<file path="src/rtl/snvs_lp_zmk_xfer.sv">
// snvs_lp_zmk_xfer: snapshots the ZMK and streams it as NWORDS key words over valid/ready.
// Define SNVS_ZMK_XFER_PARITY_EN to drive even parity of each key word on key_par.
module snvs_lp_zmk_xfer #(
    parameter int SNVS_ZMK_WIDTH  = 256,
    parameter int SNVS_DATA_WIDTH = 32
) (
    input  logic                       ipg_clk,
    input  logic                       ipg_hard_async_reset_b,
    input  logic [SNVS_ZMK_WIDTH-1:0]  lpzmk_reg,
    input  logic                       zmk_valid,
    input  logic                       zmk_soft_reset,
    input  logic                       xfer_req,
    output logic [SNVS_DATA_WIDTH-1:0] key_data,
    output logic                       key_valid,
    input  logic                       key_ready,
    output logic                       key_last,
    output logic                       key_par,
    output logic                       xfer_busy,
    output logic                       xfer_done,
    output logic                       xfer_err
);
    localparam int NWORDS = SNVS_ZMK_WIDTH / SNVS_DATA_WIDTH;
    localparam int IW = (NWORDS > 1) ? $clog2(NWORDS) : 1;
    localparam logic [IW-1:0] LAST = IW'(NWORDS - 1);

    typedef enum logic [1:0] {IDLE, XFER, DONE} state_e;

    state_e                    state_q, state_d;
    logic [SNVS_ZMK_WIDTH-1:0] shadow_q, shadow_d;
    logic [IW-1:0]             idx_q, idx_d;
    logic                      err_q, err_d;

    always_ff @(posedge ipg_clk or negedge ipg_hard_async_reset_b) begin
        if (!ipg_hard_async_reset_b) begin
            state_q  <= IDLE;
            shadow_q <= '0;
            idx_q    <= '0;
            err_q    <= 1'b0;
        end else begin
            state_q  <= state_d;
            shadow_q <= shadow_d;
            idx_q    <= idx_d;
            err_q    <= err_d;
        end
    end

    // Zeroization outranks a concurrent final beat, so an aborted key never reports done.
    always_comb begin
        state_d  = state_q;
        shadow_d = shadow_q;
        idx_d    = idx_q;
        err_d    = 1'b0;
        case (state_q)
            IDLE: begin
                if (xfer_req && zmk_valid && !zmk_soft_reset) begin
                    state_d  = XFER;
                    shadow_d = lpzmk_reg;
                    idx_d    = '0;
                end else if (xfer_req) begin
                    err_d = 1'b1;
                end
            end
            XFER: begin
                if (zmk_soft_reset) begin
                    state_d  = IDLE;
                    shadow_d = '0;
                    idx_d    = '0;
                    err_d    = 1'b1;
                end else if (key_ready) begin
                    idx_d   = idx_q + 1'b1;
                    state_d = (idx_q == LAST) ? DONE : XFER;
                end
            end
            default: begin
                state_d  = IDLE;
                shadow_d = '0;
                idx_d    = '0;
            end
        endcase
    end

    always_comb begin
        key_valid = (state_q == XFER);
        key_data  = key_valid ? shadow_q[int'(idx_q) * SNVS_DATA_WIDTH +: SNVS_DATA_WIDTH] : '0;
        key_last  = key_valid && (idx_q == LAST);
        xfer_busy = key_valid;
        xfer_done = (state_q == DONE);
        xfer_err  = err_q;
`ifdef SNVS_ZMK_XFER_PARITY_EN
        key_par   = ^key_data;
`else
        key_par   = 1'b0;
`endif
    end
endmodule

</file>
<file path="config.mk">
export PLATFORM = sky130hd
export DESIGN_NAME = snvs_lp_zmk_xfer
export DESIGN_NICKNAME = d
export VERILOG_FILES = /design/src/rtl/snvs_lp_zmk_xfer.sv
export SDC_FILE = /design/constraint.sdc
export NUM_CORES = 1
export LEC_CHECK = 0
export ABC_AREA = 1
export CORE_UTILIZATION = 35
export CTS_BUF_LIST = sky130_fd_sc_hd__clkbuf_4
export CTS_CLUSTER_SIZE = 20
export DETAILED_ROUTE_END_ITERATION = 7
export GPL_ROUTABILITY_DRIVEN = 0
export PLACE_DENSITY = 0.59
export SLEW_MARGIN = 20
export SYNTH_ARGS = -nofsm -noshare
export SYNTH_HDL_FRONTEND = slang
export SYNTH_SLANG_ARGS = --single-unit
</file>
<file path="constraint.sdc">
create_clock -name ipg_clk -period 4.6 [get_ports ipg_clk]
set_input_delay 0.92 -clock ipg_clk [delete_from_list [all_inputs] [get_ports ipg_clk]]
set_output_delay 0.92 -clock ipg_clk [all_outputs]
set_load 0.01 [all_outputs]
</file>
==> run metrics <==
Worst Skew ~0.055 ns; CP required roughly 3.7 ns; placed inst area 0.0170 mm2; post-synth net total 2268; synth unique cells 21; vias in the first global route 12900; H-tree depth 3; Ys Warns 0; # Max-Cap Violations 0; min Tclk post-route 4.28 ns; initial antenna violation count 2; post-synth top area cell dfrtp_1; internal power roughly 0.006 W; total power 0.0111 W; crit path capture type output pin; drt pass-1 iters 5; CTS max path bufs 3; sw power 0.00506 W; ys flop type dfrtp_1; initial drt markers about 1100; fmax about 0.23 GHz; synthesized area 0.0140 mm2; busiest grt layer met1; root buf cell clkbuf_4; remaining antenna violation count 0; worst slew pin tran 0.988 ns; Post-synth ARST share 1.00; # rows 72; final setup vio count 0; dpl ws around 1.1 ns; first-pass GRT wire length 75300 um; Tcrit/Tclk final 0.930; hold_buf cts 0; CP max stage cell buf_4; critical path arrival 3.36 ns; Setup Buffers After CTS 0; Die H 202 um; Worst Setup Path Type reg -> out; Static Leakage 8.75 nW; Total Routing Usage GR 0.243; Net Sw Frac 0.456; hold crit path type in -> async; layout cells sized above 1 0.0604; Post-Synthesis Cells 2004; power share of the sequential group 0.335; via count 13400; Via density ~4.7; synthesized area per cell 6.98 um2; met3 Usage GRT 0.0495; count leader, synth nand2_1; RSZ-0062 raised after global routing no; WL final between 40000 and 50000 um; Crit path buffers/inverters 3; Setup TNS 0 ns; PnR worst setup slack 0.321 ns; GR Util met2 0.344; status finished, final reports clean; post-CTS sizing 0; met1 Usage GRT 0.347; Crit Path Max Fanout between 60 and 70; Clock transition at path regs 0.06 ns; DR WL/cell between 15 and 20 um; CTS sink count approximately 260; die width 202 um; TritonCTS clock tree yes; CP delay by family, top buffers and inverters; Slew Viols, Final 0; final net count 2525; Final Hold Fails 0; Worst path max stage delay roughly 0.56 ns; top cell type's share of synthesized area 0.469; number of buffers created by CTS between 70 and 80; slew margin rel. 0.341; io pins 300; largest net degree at the start of global routing approximately 150; Die ar. about 0.04 mm2; starting density of the core 0.359; # DRC 0; Final HPWL DP roughly 35000 um; Pwr Density a little over 600 mW/mm2; Critical Path Source Type flip-flop; core area 0.0390 mm2; Comb pwr share 0.473; Peak VDD IR 0.716 mV; design area around 0.018 mm2; top post-synthesis cells by count nand2_1 (843), dfrtp_1 (262), inv_1 (261); area grow syn2layout 28.4%; crit-path cells inv_4 > buf_4 > nand2_1 > nand3_1 > nand3_1 > nand2_1 > nor2_1 > clkdlybuf4s50_1; Yosys reg bits 262; number of synthesized flops with an enable pin 0; later-pin clock latency in the skew report approximately 0.73 ns; clock group share of total power 0.192; final global-route overflow total 0; number of port buffers roughly 300; Synth area leaders dfrtp_1 (47%), nand2_1 (23%), o21ai_1 (9.2%); Seq/Total Area, Yosys 0.469
==> state kept, by name, summed over array words and instances (netlist names) <==
name and flops:
idx_q 3, shadow_q 256, state_q 2, xfer_err 1
==> cell families after synthesis <==
group           synth area share
fa+ha+maj                0.00179
buf+inv                    0.130
compound gates            0.0931
simple gates               0.306
other cells             0.000268
flops                      0.469
==> worst paths after layout <==
kind	startpoint	endpoint	slack, ns	cells after the start
max	idx_q[0]	key_data[29]	0.32	8
min	ipg_hard_async_reset_b	shadow_q[239]	0.24	1
max reg2reg	state_q[0]	shadow_q[5]	1.73	7
min reg2reg	shadow_q[245]	shadow_q[245]	0.49	2
max in group asynchronous	ipg_hard_async_reset_b	shadow_q[147]	3.29	2
min in group ipg_clk	shadow_q[245]	shadow_q[245]	0.49	2
==> placed cells by master (no fill, tap or decap), types with 9 or more instances in the layout <==
cell	Yosys	final
nand2_1	843	843
clkdlybuf4s50_1	0	297
inv_1	261	260
dfrtp_1	262	259
o21ai_1	256	256
nand3_1	163	163
clkbuf_4	0	108
nor2_1	68	68
clkinv_1	0	25
buf_4	21	9
==> layer usage <==
| layer | part of all wire | wire length (um) |
|---|---|---|
| met1 | 0.47 | 23100 |
| met2 | 0.42 | 20800 |
| met3 | 0.069 | 3450 |
| met4 | 0.046 | 2270 |
| met5 | 0 | 0 |
==> layout make-up <==
cell class	instances	area, um2
fillers	4057	21000
flip-flops and latches	262	6560
multi-input cells	1342	5620
repair buffers	315	3220
inverters	263	990
clock buffers	108	811
well taps	518	648
clock inverters	28	109
diodes	4	10.0
==> power by group through the flow <==
stage | combinational (W) | clock [W] | sequential, W
5_1_grt | 0.00588 | 0.00233 | 0.00382
3_5_place_dp | 0.00524 | 0 | 0.00374
2_1_floorplan | 0.00366 | 0 | 0.00359
6_report | 0.00524 | 0.00213 | 0.00372
3_3_place_gp | 0.00522 | 0 | 0.00371
4_1_cts | 0.00527 | 0.00220 | 0.00370
==> through the flow <==
step / utilization / cells / hold WS (ns)
5_1_grt: 0.460 / 2838 / 0.305
3_5_place_dp: 0.437 / 2700 / 0.478
3_3_place_gp: 0.437 / 2700 / 0.471
2_1_floorplan: - / 2004 / 0.459
6_report: 0.461 / 2840 / 0.238
4_1_cts: 0.460 / 2836 / 0.271
Power figures use the tool's default switching activity.
